[src/rtl/catch_judge_if.sv]
// Falling-block bus between the block generator/scene controller and the catch judge.
// Carries the slot snapshot and player lane in, and score/lives/event pulses out.
interface catch_judge_if;
    logic [1:0]  scene;
    logic [59:0] pos_blocks;
    logic [11:0] blocks;
    logic [1:0]  player_lane;
    logic [9:0]  score;
    logic [1:0]  lives;
    logic        game_over;
    logic        hit_pulse;
    logic        miss_pulse;

    modport master (
        output scene, pos_blocks, blocks, player_lane,
        input  score, lives, game_over, hit_pulse, miss_pulse
    );

    modport slave (
        input  scene, pos_blocks, blocks, player_lane,
        output score, lives, game_over, hit_pulse, miss_pulse
    );
endinterface

[src/rtl/catch_judge.sv]
// Sweeps the six falling-block slots one per clock and resolves each fall exactly once
// as a catch or a miss, tracking score, lives and the game-over state.
module catch_judge #(
    parameter int CATCH_LO  = 380,
    parameter int CATCH_HI  = 409,
    parameter int LAND_POS  = 410,
    parameter int LIVES     = 3,
    parameter int SCORE_MAX = 999
) (
    input  logic          clk,
    input  logic          rst,
    catch_judge_if.slave  bus
);
    localparam logic [9:0] WIN_LO     = 10'(CATCH_LO);
    localparam logic [9:0] WIN_HI     = 10'(CATCH_HI);
    localparam logic [9:0] LAND       = 10'(LAND_POS);
    localparam logic [9:0] SAT        = 10'(SCORE_MAX);
    localparam logic [1:0] LIVES_INIT = 2'(LIVES);

    typedef enum logic [1:0] {IDLE, SCAN, OVER} state_t;

    state_t          state;
    logic            scene_prev;
    logic [2:0]      idx;
    logic [2:0]      idx_s1;
    logic [9:0]      pos_s1;
    logic [1:0]      lane_s1;
    logic            vld_s1;
    logic [5:0]      resolved;
    logic [5:0][9:0] slot_pos;
    logic [5:0][1:0] slot_lane;

    logic playing, start;
    logic unresolved, in_window, is_catch, is_miss, is_park;
    logic unused_scene;

    assign slot_pos     = bus.pos_blocks;
    assign slot_lane    = bus.blocks;
    assign playing      = bus.scene[0];
    assign start        = playing & ~scene_prev;
    assign unused_scene = bus.scene[1];

    // Stage-2 classification of the slot captured on the previous clock.
    assign unresolved = ~resolved[idx_s1];
    assign in_window  = (pos_s1 >= WIN_LO) && (pos_s1 <= WIN_HI);
    assign is_catch   = vld_s1 && unresolved && in_window && (lane_s1 == bus.player_lane);
    assign is_miss    = vld_s1 && unresolved && (pos_s1 == LAND);
    assign is_park    = vld_s1 && (pos_s1 > LAND);

    always_ff @(posedge clk or posedge rst) begin
        if (rst) begin
            state          <= IDLE;
            scene_prev     <= 1'b0;
            idx            <= 3'd0;
            idx_s1         <= 3'd0;
            pos_s1         <= 10'd0;
            lane_s1        <= 2'd0;
            vld_s1         <= 1'b0;
            resolved       <= 6'd0;
            bus.score      <= 10'd0;
            bus.lives      <= LIVES_INIT;
            bus.game_over  <= 1'b0;
            bus.hit_pulse  <= 1'b0;
            bus.miss_pulse <= 1'b0;
        end else begin
            scene_prev     <= playing;
            bus.hit_pulse  <= 1'b0;
            bus.miss_pulse <= 1'b0;
            case (state)
                IDLE: begin
                    vld_s1 <= 1'b0;
                    if (start) begin
                        state     <= SCAN;
                        bus.score <= 10'd0;
                        bus.lives <= LIVES_INIT;
                        resolved  <= 6'd0;
                        idx       <= 3'd0;
                    end
                end
                SCAN: begin
                    if (!playing) begin
                        state  <= IDLE;
                        vld_s1 <= 1'b0;
                    end else begin
                        pos_s1  <= slot_pos[idx];
                        lane_s1 <= slot_lane[idx];
                        idx_s1  <= idx;
                        vld_s1  <= 1'b1;
                        idx     <= (idx == 3'd5) ? 3'd0 : idx + 3'd1;
                        if (is_catch) begin
                            resolved[idx_s1] <= 1'b1;
                            bus.hit_pulse    <= 1'b1;
                            if (bus.score != SAT) bus.score <= bus.score + 10'd1;
                        end else if (is_miss) begin
                            resolved[idx_s1] <= 1'b1;
                            bus.miss_pulse   <= 1'b1;
                            bus.lives        <= bus.lives - 2'd1;
                            // Last life gone: freeze in OVER and drop the in-flight capture.
                            if (bus.lives == 2'd1) begin
                                state         <= OVER;
                                bus.game_over <= 1'b1;
                                vld_s1        <= 1'b0;
                            end
                        end else if (is_park) begin
                            resolved[idx_s1] <= 1'b0;
                        end
                    end
                end
                OVER: begin
                    vld_s1 <= 1'b0;
                    if (!playing) begin
                        state         <= IDLE;
                        bus.game_over <= 1'b0;
                    end
                end
                default: state <= IDLE;
            endcase
        end
    end
endmodule
[src/flat_wrapper.sv]
// flat-port wrapper written by rule: the top's interface ports become plain ports
module catch_judge_flat 
#(
    parameter int CATCH_LO  = 380,
    parameter int CATCH_HI  = 409,
    parameter int LAND_POS  = 410,
    parameter int LIVES     = 3,
    parameter int SCORE_MAX = 999
)
  (clk, rst, bus_scene, bus_pos_blocks, bus_blocks, bus_player_lane, bus_score, bus_lives, bus_game_over, bus_hit_pulse, bus_miss_pulse);
  catch_judge_if bus_i ();
  input  logic clk;
  input  logic rst;
  input wire logic [$bits(bus_i.scene)-1:0] bus_scene;
  input wire logic [$bits(bus_i.pos_blocks)-1:0] bus_pos_blocks;
  input wire logic [$bits(bus_i.blocks)-1:0] bus_blocks;
  input wire logic [$bits(bus_i.player_lane)-1:0] bus_player_lane;
  output wire logic [$bits(bus_i.score)-1:0] bus_score;
  output wire logic [$bits(bus_i.lives)-1:0] bus_lives;
  output wire logic [$bits(bus_i.game_over)-1:0] bus_game_over;
  output wire logic [$bits(bus_i.hit_pulse)-1:0] bus_hit_pulse;
  output wire logic [$bits(bus_i.miss_pulse)-1:0] bus_miss_pulse;
  assign bus_i.scene = bus_scene;
  assign bus_i.pos_blocks = bus_pos_blocks;
  assign bus_i.blocks = bus_blocks;
  assign bus_i.player_lane = bus_player_lane;
  assign bus_score = bus_i.score;
  assign bus_lives = bus_i.lives;
  assign bus_game_over = bus_i.game_over;
  assign bus_hit_pulse = bus_i.hit_pulse;
  assign bus_miss_pulse = bus_i.miss_pulse;
  catch_judge #(.CATCH_LO(CATCH_LO), .CATCH_HI(CATCH_HI), .LAND_POS(LAND_POS), .LIVES(LIVES), .SCORE_MAX(SCORE_MAX)) u_core (.clk(clk), .rst(rst), .bus(bus_i));
endmodule
[config.mk]
export PLATFORM = sky130hd
export DESIGN_NAME = catch_judge_flat
export DESIGN_NICKNAME = d
export VERILOG_FILES = /design/src/rtl/catch_judge_if.sv /design/src/rtl/catch_judge.sv /design/src/flat_wrapper.sv
export SDC_FILE = /design/constraint.sdc
export NUM_CORES = 1
export LEC_CHECK = 0
export BUFFER_PORTS_ARGS = -buffer_cell sky130_fd_sc_hd__buf_4
export CAP_MARGIN = 20
export CORE_ASPECT_RATIO = 1.25
export CORE_MARGIN = 2
export CORE_UTILIZATION = 45
export DETAILED_ROUTE_END_ITERATION = 12
export GPL_TIMING_DRIVEN = 1
export PLACE_DENSITY = 0.73
export SYNTH_ARGS = -nofsm -noshare
export SYNTH_HDL_FRONTEND = slang
export SYNTH_SLANG_ARGS = --single-unit
[constraint.sdc]
create_clock -name clk -period 3.2 [get_ports clk]
set_input_delay 0.48 -clock clk [delete_from_list [all_inputs] [get_ports clk]]
set_output_delay 0.48 -clock clk [all_outputs]
set_load 0.005 [all_outputs]
==> results of run 1 <==
## worst paths after layout
| kind | endpoint | depth (start not counted) |
|---|---|---|
| setup / recovery | u_core.bus.score[5] | 5 |
| hold / removal | u_core.scene_prev | 1 |
| setup reg to reg | u_core.bus.score[5] | 5 |
| hold reg to reg | u_core.bus.lives[0] | 1 |
| max in group asynchronous | u_core.bus.lives[1] | 3 |
| min in group asynchronous | u_core.resolved[4] | 2 |
## per-stage QoR
step / area [µm²] / setup WS (ns)
final: 3490 / 0.929
after floorplan: 2640 / 1.20
after CTS: 3490 / 0.919
after detailed placement: 3390 / 0.954
after global placement: 3390 / 1.02
after global routing: 3490 / 0.792
## cells by family (layout without fill, tap and decap cells)
logic type,count (synthesis),after routing,synth area share [%]
compound gates,52,52,13.6
xor+xnor,4,4,1.33
flops,43,43,40.9
simple gates,111,111,23.1
mux,28,28,16.9
fa+ha+maj,2,2,0.948
buf+inv,20,112,3.22
## cell usage after synthesis (3+ instances only)
library cell | instances | area (µm²)
sky130_fd_sc_hd__a21oi_1 | 9 | 45.0
sky130_fd_sc_hd__nand2b_1 | 4 | 25.0
sky130_fd_sc_hd__nor4b_1 | 4 | 35.0
sky130_fd_sc_hd__o211ai_1 | 4 | 30.0
sky130_fd_sc_hd__clkbuf_1 | 7 | 26.3
sky130_fd_sc_hd__nand3_1 | 9 | 45.0
sky130_fd_sc_hd__nand4_1 | 5 | 31.3
sky130_fd_sc_hd__nor2_1 | 36 | 135
sky130_fd_sc_hd__a32o_1 | 3 | 30.0
sky130_fd_sc_hd__mux4_2 | 12 | 270
sky130_fd_sc_hd__o21ai_0 | 12 | 60.1
sky130_fd_sc_hd__nand2_1 | 21 | 78.8
sky130_fd_sc_hd__nand3b_1 | 3 | 22.5
sky130_fd_sc_hd__mux2_2 | 12 | 135
sky130_fd_sc_hd__nor3_1 | 4 | 20.0
sky130_fd_sc_hd__o31ai_1 | 3 | 22.5
sky130_fd_sc_hd__inv_1 | 8 | 30.0
sky130_fd_sc_hd__or4_1 | 3 | 22.5
sky130_fd_sc_hd__mux2i_1 | 4 | 40.0
sky130_fd_sc_hd__dfrtp_1 | 41 | 1030
sky130_fd_sc_hd__a221oi_1 | 12 | 105
sky130_fd_sc_hd__and3_1 | 3 | 18.8
## worst max-delay path, delay by kind of cell, from the launching register on
family	cells	cell delay, ns
AOI/OAI and AO/OA	1	0.27
and+or+nand+nor	4	1.46
DFF	1	0.44
## per-layer routing
layer	vias to the layer above	track usage, %
li1	1164	-
met1	1173	23.6
met2	86	42.0
met3	9	4.46
met4	0	6.40
met5	-	0
## state kept, by name, indices dropped and copies added, names as in the netlist
name	cells
u_core.lane_s1	2
u_core.resolved	6
u_core.vld_s1	1
u_core.bus.lives	2
u_core.bus.score	10
u_core.scene_prev	1
u_core.bus.game_over	1
u_core.state	2
u_core.idx_s1	3
u_core.idx	3
u_core.pos_s1	10
u_core.bus.miss_pulse	1
u_core.bus.hit_pulse	1
## area by class of cell
cell class / count / area, µm²
clock buffer: 6 / 82.6
clock inverter: 2 / 16.3
fill: 515 / 2250
inverter: 8 / 30.0
multi-input combinational: 197 / 1480
sequential: 43 / 1080
tap: 66 / 82.6
timing repair buffer: 96 / 721
## report_power, final
group	internal [µW]	switching [µW]	total, µW	leakage [µW]
sequential	650	145	795	0.000544
combinational	382	289	671	0.000956
clock	176	195	371	0.0000474
total	1210	629	1840	0.00155
## placed cells by master (no fill, tap or decap), types with 8 or more instances in the layout
master	netlist	final
sky130_fd_sc_hd__nand2_1	21	21
sky130_fd_sc_hd__nor2_1	36	36
sky130_fd_sc_hd__buf_4	0	96
sky130_fd_sc_hd__inv_1	8	8
sky130_fd_sc_hd__a221oi_1	12	12
sky130_fd_sc_hd__nand3_1	9	9
sky130_fd_sc_hd__mux2_2	12	12
sky130_fd_sc_hd__a21oi_1	9	9
sky130_fd_sc_hd__o21ai_0	12	12
sky130_fd_sc_hd__dfrtp_1	41	41
sky130_fd_sc_hd__mux4_2	12	12
==> metrics.yaml, run 1 <==
outcome: "completed"
portbufs: 91
grt.overflow.total: 0
sort_of_element_at_the_end_of_the_critical_path: "flop"
synth-edff-count: 0
skew_ns: 0.00727
detailedPlacementHpwl_mm: 5.19
final_max_slew_viol_count: 0
diodes: 0
crit_path_cells: "and2b_4 > nand2_4 > or4b_4 > or3_4 > o31ai_1"
power_total_uw: 1840
setup-violations-final: 0
via_count_of_the_first_global_routing_pass: 2470
ys.warnings.count: 0
timing.critical_path.from: "u_core.state[1]"
hold_start: "bus_scene[0]"
critical_path_peak_fanout: 17
kind_of_start_point_of_the_critical_path: "flop"
synth.avg_cell_area_um2: 10.2
post_layout_min_period_ns: 2.27
whs_ns: 0.333
core_area_um2: 5740
maxUsedRoutingLayer: "met4"
clkLatencyLatePin_ns: 0.30
route.detailed.vias_per_inst: 5.82
layout_area_growth_over_synthesis_pct: 32.1
chipWidth_um: 72.5
core.rowCount: 31
tritoncts.num_buffers: 5
worst_vdd_drop_mv: 0.277
critical-path-slowest-cell: "sky130_fd_sc_hd__or4b_4"
die_h_um: 89.6
post-route-period-util_pct: 71.0
cts.clk_slew.worst_paths_ns: 0.08
clock_tree.buffer_depth: 2
max_cap_violations: 0
drt_pre_antenna_iters: 4
grt_usage_pct: 21.6
detail-route-antenna-nets: 0
final_net_count: 431
met1Wirelength_mm: 2.55
critical-path-max-stage-delay_ns: 0.60
timing.reg2reg.setup_slack_ns: 0.93
met2RoutedLength_mm: 3.49
fmax_ghz: 0.440
place_congestion: 0.825
grt_start_max_net_pins: 28
synth.yosys.seq_area_share_pct: 40.9
mappedNetlistArea_um2: 2640
synth.net_count: 340
route.detailed.drc: 0
asr_flop_ratio_synth_pct: 100
unrepaired_setup_endpoints_after_global_routing: "false"
path_class: "flop to flop"
required_ns: 3.40
power_density_nw_per_um2: 527
post_cts.resized_instances: 0
postSynthRegisterBits: 43
vias: 2432
leakage_uw: 0.00155
start_util_pct: 46.0
placed_cells: 410
clock_tree.root_cell: "sky130_fd_sc_hd__clkbuf_8"
max_slew_margin_pct: 41.4
startpoint_of_the_worst_register_to_register_path: "u_core.state[1]"
htreeDepth: 2
share_of_layout_cells_above_drive_strength_1_pct: 38.9
initialDrtViolationCount: 104
timing.setup.tns_ns: 0
grt_pass1_wl_mm: 11.0
timing.critical_path.arrival_ns: 2.47
post-cts-setup-buffer-count: 0
cts_hold_buffers: 0
cts.sinks: 43
totalWireLength_mm: 6.55
post-route-util_pct: 60.7
final-instance-count-excl-fill: 418
routed-wl-met3_um: 426
synthCells: 260
io-pin-count: 93
die_area_um2: 6500
antenna_found_initial: 0
postSynth.topFlopCell: "sky130_fd_sc_hd__dfrtp_1"
hold_violations: 0
cts_tree: "built"
worst_hold_path_type: "primary input to flop"
post_synth_num_cell_types: 52
max_slew.worst_pin.slew_ns: 0.878
drt-wirelength-per-cell_um: 15.7
No activity file was read; power rests on OpenSTA's default activity.
==> run 2: changes to the inputs <==
- ABC_AREA: unset -> 1
- PLACE_DENSITY: 0.73 -> 0.72
- clock period: 3.2 -> 2.3 ns (I/O delays scaled with it)
==> metrics.yaml, run 2 <==
cts_hold_buffers: 0  # unchanged
max_slew.worst_pin.slew_ns: 0.553  # -0.325 ns
io-pin-count: 93  # unchanged
worst_hold_path_type: "primary input to asynchronous set/reset pin"
cp.buffers_inverters: 4  # +4
share_of_layout_cells_above_drive_strength_1_pct: 24.9  # -14 points
drt_pre_antenna_iters: 4  # unchanged
worst_path_dominant_cell_family: "buffers and inverters"
path_depth: 10  # +5
ys.warnings.count: 0  # unchanged
startpoint_of_the_worst_register_to_register_path: "u_core.state[0]"
final_cell_area_um2: 3810  # +9.3%
grt_start_max_net_pins: 39  # +39%
outcome: "completed"
timing.critical_path.from: "u_core.state[0]"
portbufs: 91  # unchanged
setup-violations-final: 0  # unchanged
cts_tree: "built"
crit_path_cells: "inv_1 > nor2_2 > buf_4 > inv_1 > a21oi_1 > nand3_2 > nand2_4 > inv_1 > nand2_1 > nand2_1"
detail-route-antenna-nets: 0  # unchanged
unrepaired_setup_endpoints_after_global_routing: "false"
synth.avg_cell_area_um2: 6.82  # -33%
layout_setup_ws_ns: 0.598  # -0.330 ns
post_synth_num_cell_types: 32  # -38%
power.clock.fraction_pct: 18.1  # -2.1 points
max_slew_margin_pct: 63.1  # +22 points
skew_ns: 0.0103  # +0.00307 ns
post-route-period-util_pct: 74.0  # +3.0 points
chipWidth_um: 76.2  # +5.1%
post_layout_min_period_ns: 1.70  # -0.570 ns
synthCells: 430  # +65%
met1Wirelength_mm: 3.23  # +27%
synthDominantCellAreaShare_pct: 35.0  # -3.9 points
max_cap_violations: 0  # unchanged
power_frac_seq_pct: 38.0  # -5.3 points
synth.top_cells.by_count: "sky130_fd_sc_hd__nand2_1 (109), sky130_fd_sc_hd__nor2_1 (65), sky130_fd_sc_hd__inv_1 (46), sky130_fd_sc_hd__dfrtp_1 (41)"
synth_top_cells_by_area: "sky130_fd_sc_hd__dfrtp_1 (35%), sky130_fd_sc_hd__nand2_1 (14%), sky130_fd_sc_hd__nor2_1 (8.3%)"
maxUsedRoutingLayer: "met4"
clock_tree.root_cell: "sky130_fd_sc_hd__clkbuf_8"
critical_path_peak_fanout: 12  # -5
postSynthRegisterBits: 43  # unchanged
htreeDepth: 2  # unchanged
totalWireLength_mm: 7.63  # +17%
required_ns: 2.48  # -0.92 ns
post-cts-setup-buffer-count: 0  # unchanged
internal-power_uw: 1830  # +52%
start_util_pct: 47.0  # +0.97 points
fmax_ghz: 0.588  # +33%
mappedNetlistArea_um2: 2930  # +11%
drt-wirelength-per-cell_um: 12.6  # -19%
place_congestion: 0.852  # +3.3%
total_switching_power_uw: 1290  # +100%
netSwitchingFraction_pct: 41.3  # +7.1 points
crit_top_cell: "sky130_fd_sc_hd__inv_1"
die_h_um: 94.3  # +5.2%
final_net_count: 599  # +39%
vias: 3086  # +27%
initialDrtViolationCount: 164  # +58%
layout.cells.most_common: "sky130_fd_sc_hd__nand2_1"
die_area_um2: 7180  # +11%
combinationalPowerShare_pct: 43.9  # +7.4 points
sort_of_element_at_the_end_of_the_critical_path: "flop"
postSynth.topFlopCell: "sky130_fd_sc_hd__dfrtp_1"
asr_flop_ratio_synth_pct: 100  # unchanged
layout_common_cells: "sky130_fd_sc_hd__nand2_1 (109), sky130_fd_sc_hd__buf_4 (99), sky130_fd_sc_hd__nor2_1 (65), sky130_fd_sc_hd__inv_1 (45), sky130_fd_sc_hd__dfrtp_1 (41)"
diodes: 0  # unchanged
worst_vdd_drop_mv: 0.368  # +33%
tritoncts.num_buffers: 5  # unchanged
clkLatencyLatePin_ns: 0.30  # about the same
area_leader_netlist: "sky130_fd_sc_hd__dfrtp_1"
met2RoutedLength_mm: 3.76  # +7.8%
layout_top_registers: "u_core.bus.score (10), u_core.pos_s1 (10), u_core.resolved (6)"
post_cts.resized_instances: 0  # unchanged
route.detailed.vias_per_inst: 5.11  # -12%
critical-path-max-stage-delay_ns: 0.40  # -0.20 ns
core_area_um2: 6250  # +8.8%
hold_violations: 0  # unchanged
layout_area_growth_over_synthesis_pct: 29.9
power_density_nw_per_um2: 819  # +56%
cts.sinks: 43  # unchanged
place_area_um2: 3690  # +9.0%
r2r_cells: 10  # +5
antenna_found_initial: 0  # unchanged
synth.net_count: 510  # +50%
yosys.cell_count.top_type: "sky130_fd_sc_hd__nand2_1"
routed-wl-met3_um: 444  # +4.2%
timing.critical_path.arrival_ns: 1.89  # -0.58 ns
leakage_uw: 0.00190  # +23%
grt_usage_pct: 22.7  # +1.1 points
final_max_slew_viol_count: 0  # unchanged
clock_tree.buffer_depth: 2  # unchanged
path_class: "flop to flop"
critical-path-slowest-cell: "sky130_fd_sc_hd__dfrtp_1"
via_count_of_the_first_global_routing_pass: 3052  # +24%
synth.yosys.seq_area_share_pct: 36.8  # -4.1 points
route.detailed.drc: 0  # unchanged
core.rowCount: 32  # +3.2%
grt_pass1_wl_mm: 13.4  # +22%
timing.setup.tns_ns: 0  # unchanged
place_ws_ns: 0.584  # -0.370 ns
kind_of_start_point_of_the_critical_path: "flop"
grt.overflow.total: 0  # unchanged
cts.clk_slew.worst_paths_ns: 0.08  # about the same
detailedPlacementHpwl_mm: 5.99  # +15%
synth-edff-count: 0  # unchanged
run 2: changes by cell type after synthesis, moves of 22 or more:
cell                      previous run  this run
sky130_fd_sc_hd__nand2_1            21       109
sky130_fd_sc_hd__inv_1               8        46
sky130_fd_sc_hd__nor2_1             36        65
sky130_fd_sc_hd__nand3_1             9        34
sky130_fd_sc_hd__o21ai_0            12        34
run 2: per-stage QoR:
stage | util [%] | cells | hold WS (ns) | power [µW]
floorplan | - | 430 | 0.376 | 2150
global placement | 59.1 | 596 | 0.485 | 2540
detailed placement | 59.1 | 596 | 0.486 | 2570
CTS | 60.8 | 603 | 0.175 | 3140
global route | 61.0 | 604 | 0.0430 | 3410
finish | 61.0 | 604 | 0.0209 | 3120
run 2: area by class of cell:
type	count	area, µm²
flip-flops and latches	43	1080
clock buffers	6	72.6
well taps	85	106
multi-input cells	321	1580
repair buffers	100	758
fillers	633	2440
inverters	48	180
clock inverters	1	30.0
run 2: metal layers:
metal | global-route usage [%] | up-vias
met3 | 4.04 | 17
met2 | 41.5 | 105
met4 | 8.79 | 0
met1 | 26.4 | 1384
li1 | - | 1580
met5 | 0 | -
run 2: worst paths after layout:
| kind | endpoint | slack, ns |
|---|---|---|
| min | u_core.idx_s1[0] | 0.02 |
| min reg2reg | u_core.bus.lives[1] | 0.52 |
| min in group clk | u_core.scene_prev | 0.19 |
| max in group asynchronous | u_core.pos_s1[4] | 1.80 |
| max reg2reg | u_core.resolved[0] | 0.60 |
| max | u_core.resolved[0] | 0.60 |
run 2: kinds of logic (layout without fill, tap and decap cells):
| group | count (synthesis) | in the layout | synth area share, % |
|---|---|---|---|
| AOI/OAI and AO/OA | 75 | 75 | 16.0 |
| xor gates and xnor gates | 4 | 4 | 1.19 |
| adders and majority gates | 2 | 2 | 0.853 |
| buffers and inverters | 66 | 155 | 9.22 |
| DFF | 43 | 43 | 36.8 |
| and+or+nand+nor | 240 | 240 | 36.0 |
run 2: power by group through the flow:
stage          sequential [µW]  clock, µW  combinational [µW]
6_report                  1180        565                1370
5_1_grt                   1220        620                1570
4_1_cts                   1180        578                1380
3_5_place_dp              1200          0                1370
3_3_place_gp              1190          0                1350
2_1_floorplan             1110          0                1040
==> run 3: changes to the inputs <==
- clock period: 2.3 -> 1.7 ns (I/O delays scaled with it)
==> metrics.yaml, run 3 (same netlist as run 2, synthesis figures left out) <==
route.detailed.drc: 0  # unchanged
grt.overflow.total: 0  # unchanged
max_slew_margin_pct: 74.4  # +11 points
hold-path-cell-count: 1
sort_of_element_at_the_end_of_the_critical_path: "flop"
htreeDepth: 2  # unchanged
detail-route-antenna-nets: 0  # unchanged
timing.reg2reg.setup_slack_ns: 0.09  # -0.51 ns
share_of_layout_cells_above_drive_strength_1_pct: 28.5  # +3.7 points
area_of_the_multi_input_gates_um2: 1640  # +3.5%
antenna_found_initial: 0  # unchanged
post_layout_min_period_ns: 1.61  # -0.0949 ns
portbufs: 91  # unchanged
required_ns: 1.93  # -0.55 ns
chipWidth_um: 76.2  # unchanged
final-instance-count-excl-fill: 618  # +2.3%
power_density_nw_per_um2: 1120  # +36%
io-pin-count: 93  # unchanged
layout_top_registers: "u_core.bus.score (10), u_core.pos_s1 (10), u_core.resolved (6)"
drt_pre_antenna_iters: 4  # unchanged
setup-violations-final: 0  # unchanged
path_class: "flop to flop"
startpoint_of_the_worst_register_to_register_path: "u_core.idx_s1[0]"
fillCellCount: 604  # -4.6%
cts.sinks: 43  # unchanged
worst_hold_path_type: "primary input to flop"
die_h_um: 94.3  # unchanged
grt_start_max_net_pins: 44  # +13%
initialDrtViolationCount: 171  # +4.3%
skew_ns: 0.00726  # -0.00309 ns
route.detailed.vias_per_inst: 5.15  # +0.81%
grt_pass1_wl_mm: 13.5  # +0.25%
hold_violations: 0  # unchanged
outcome: "completed"
worst_vdd_drop_mv: 0.540  # +47%
core_area_um2: 6250  # unchanged
clock_tree.root_cell: "sky130_fd_sc_hd__clkbuf_8"
hold_end: "u_core.scene_prev"
timing.critical_path.from: "u_core.idx_s1[0]"
detailedPlacementHpwl_mm: 6.03  # +0.71%
timing.rr.end: "u_core.resolved[2]"
fmax_ghz: 0.622  # +5.9%
tritoncts.num_buffers: 5  # unchanged
critical_path_peak_fanout: 8  # -4
layout_setup_ws_ns: 0.0933  # -0.505 ns
timing.critical_path.arrival_ns: 1.84  # -0.05 ns
sequential_cell_area_um2: 1080  # +0.35%
layout_common_cells: "sky130_fd_sc_hd__buf_4 (108), sky130_fd_sc_hd__nand2_1 (107), sky130_fd_sc_hd__nor2_1 (63), sky130_fd_sc_hd__inv_1 (42), sky130_fd_sc_hd__dfrtp_1 (38)"
layout.cells.most_common: "sky130_fd_sc_hd__buf_4"
place_congestion: 0.864  # +1.4%
r2r_cells: 9  # -1
grt_usage_pct: 22.9  # +0.15 points
max_slew.worst_pin.slew_ns: 0.383  # -0.170 ns
via_count_of_the_first_global_routing_pass: 3071  # +0.62%
final_max_slew_viol_count: 0  # unchanged
clock_tree.buffer_depth: 2  # unchanged
place_ws_ns: 0.0266  # -0.557 ns
clkLatencyLatePin_ns: 0.30  # about the same
placed_cells: 600  # +0.67%
die_area_um2: 7180  # unchanged
max_cap_violations: 0  # unchanged
core.rowCount: 32  # unchanged
drt-wirelength-per-cell_um: 13.0  # +3.2%
kind_of_start_point_of_the_critical_path: "flop"
hold_start: "bus_scene[0]"
layout_area_growth_over_synthesis_pct: 36.3
final_net_count: 612  # +2.2%
cts_tree: "built"
diodes: 0  # unchanged
vias: 3183  # +3.1%
leakage_uw: 0.00199  # +4.3%
post-route-period-util_pct: 94.5  # +21 points
totalWireLength_mm: 8.06  # +5.6%
cts.clk_slew.worst_paths_ns: 0.08  # about the same
start_util_pct: 47.0  # unchanged
run 3: cell count changes in the layout (fill, tap and decap cells not counted), sizes merged:
cell	before	now
nand2	115	116
clkbuf	6	7
dlygate4sd3	0	1
buf	100	111
run 3: critical path, cell delays in order, from the launching register on:
cell	delay, ns
sky130_fd_sc_hd__dfrtp_2	0.46
sky130_fd_sc_hd__inv_4	0.08
sky130_fd_sc_hd__nand4_1	0.14
sky130_fd_sc_hd__nand3_2	0.12
sky130_fd_sc_hd__nor2_4	0.21
sky130_fd_sc_hd__nand2_4	0.11
sky130_fd_sc_hd__buf_4	0.15
sky130_fd_sc_hd__nand3_1	0.06
sky130_fd_sc_hd__nand3_1	0.07
sky130_fd_sc_hd__o21ai_1	0.13
run 3: power breakdown:
part | leakage (µW) | total (µW) | internal [µW] | switching [µW]
Combinational | 0.00138 | 2070 | 867 | 1200
Sequential | 0.000556 | 1590 | 1300 | 288
Clock | 0.0000524 | 802 | 440 | 362
Total | 0.00199 | 4460 | 2610 | 1850
run 3: routing by layer:
layer  global-route usage [%]  share of wire [%]
met5                        0                  0
met1                     27.1                 41
met4                     6.67                1.2
met3                     3.27                5.1
met2                     42.8                 53
run 3: timing repair:
item,4_1_cts,5_1_grt
gates resized for setup,1,16
setup buffers,0,8
pin swaps,0,4
hold buffers,1,0
cloned,0,1
endpoints found under the setup margin,1,20
hold endpoints to repair,1,0
run 3: cell type report:
| type | count | share of cell area (%) |
|---|---|---|
| repair buffers | 112 | 22.0 |
| inverters | 48 | 4.57 |
| well taps | 85 | 2.66 |
| clock inverters | 1 | 0.751 |
| multi-input cells | 322 | 41.0 |
| flip-flops and latches | 43 | 27.1 |
| clock buffers | 7 | 1.91 |
run 3: stage by stage:
step	area (µm²)	total power, µW	util, %	TNS [ns]	hold slack, ns
3_3_place_gp	3750	3510	60.0	0	0.319
4_1_cts	3870	4360	61.9	0	0.0796
5_1_grt	4000	4830	64.0	-0.0722	0.0727
3_5_place_dp	3750	3550	60.0	0	0.323
6_report	4000	4460	64.0	0	0.0907
2_1_floorplan	2930	2910	-	0	0.286
run 3: worst max path at each step:
stage	cells past startpoint	endpoint
floorplan	12	u_core.resolved[0]
global placement	12	u_core.resolved[0]
detailed placement	12	u_core.resolved[0]
CTS	11	u_core.bus.score[5]
global route	11	u_core.bus.score[9]
finish	9	u_core.resolved[2]
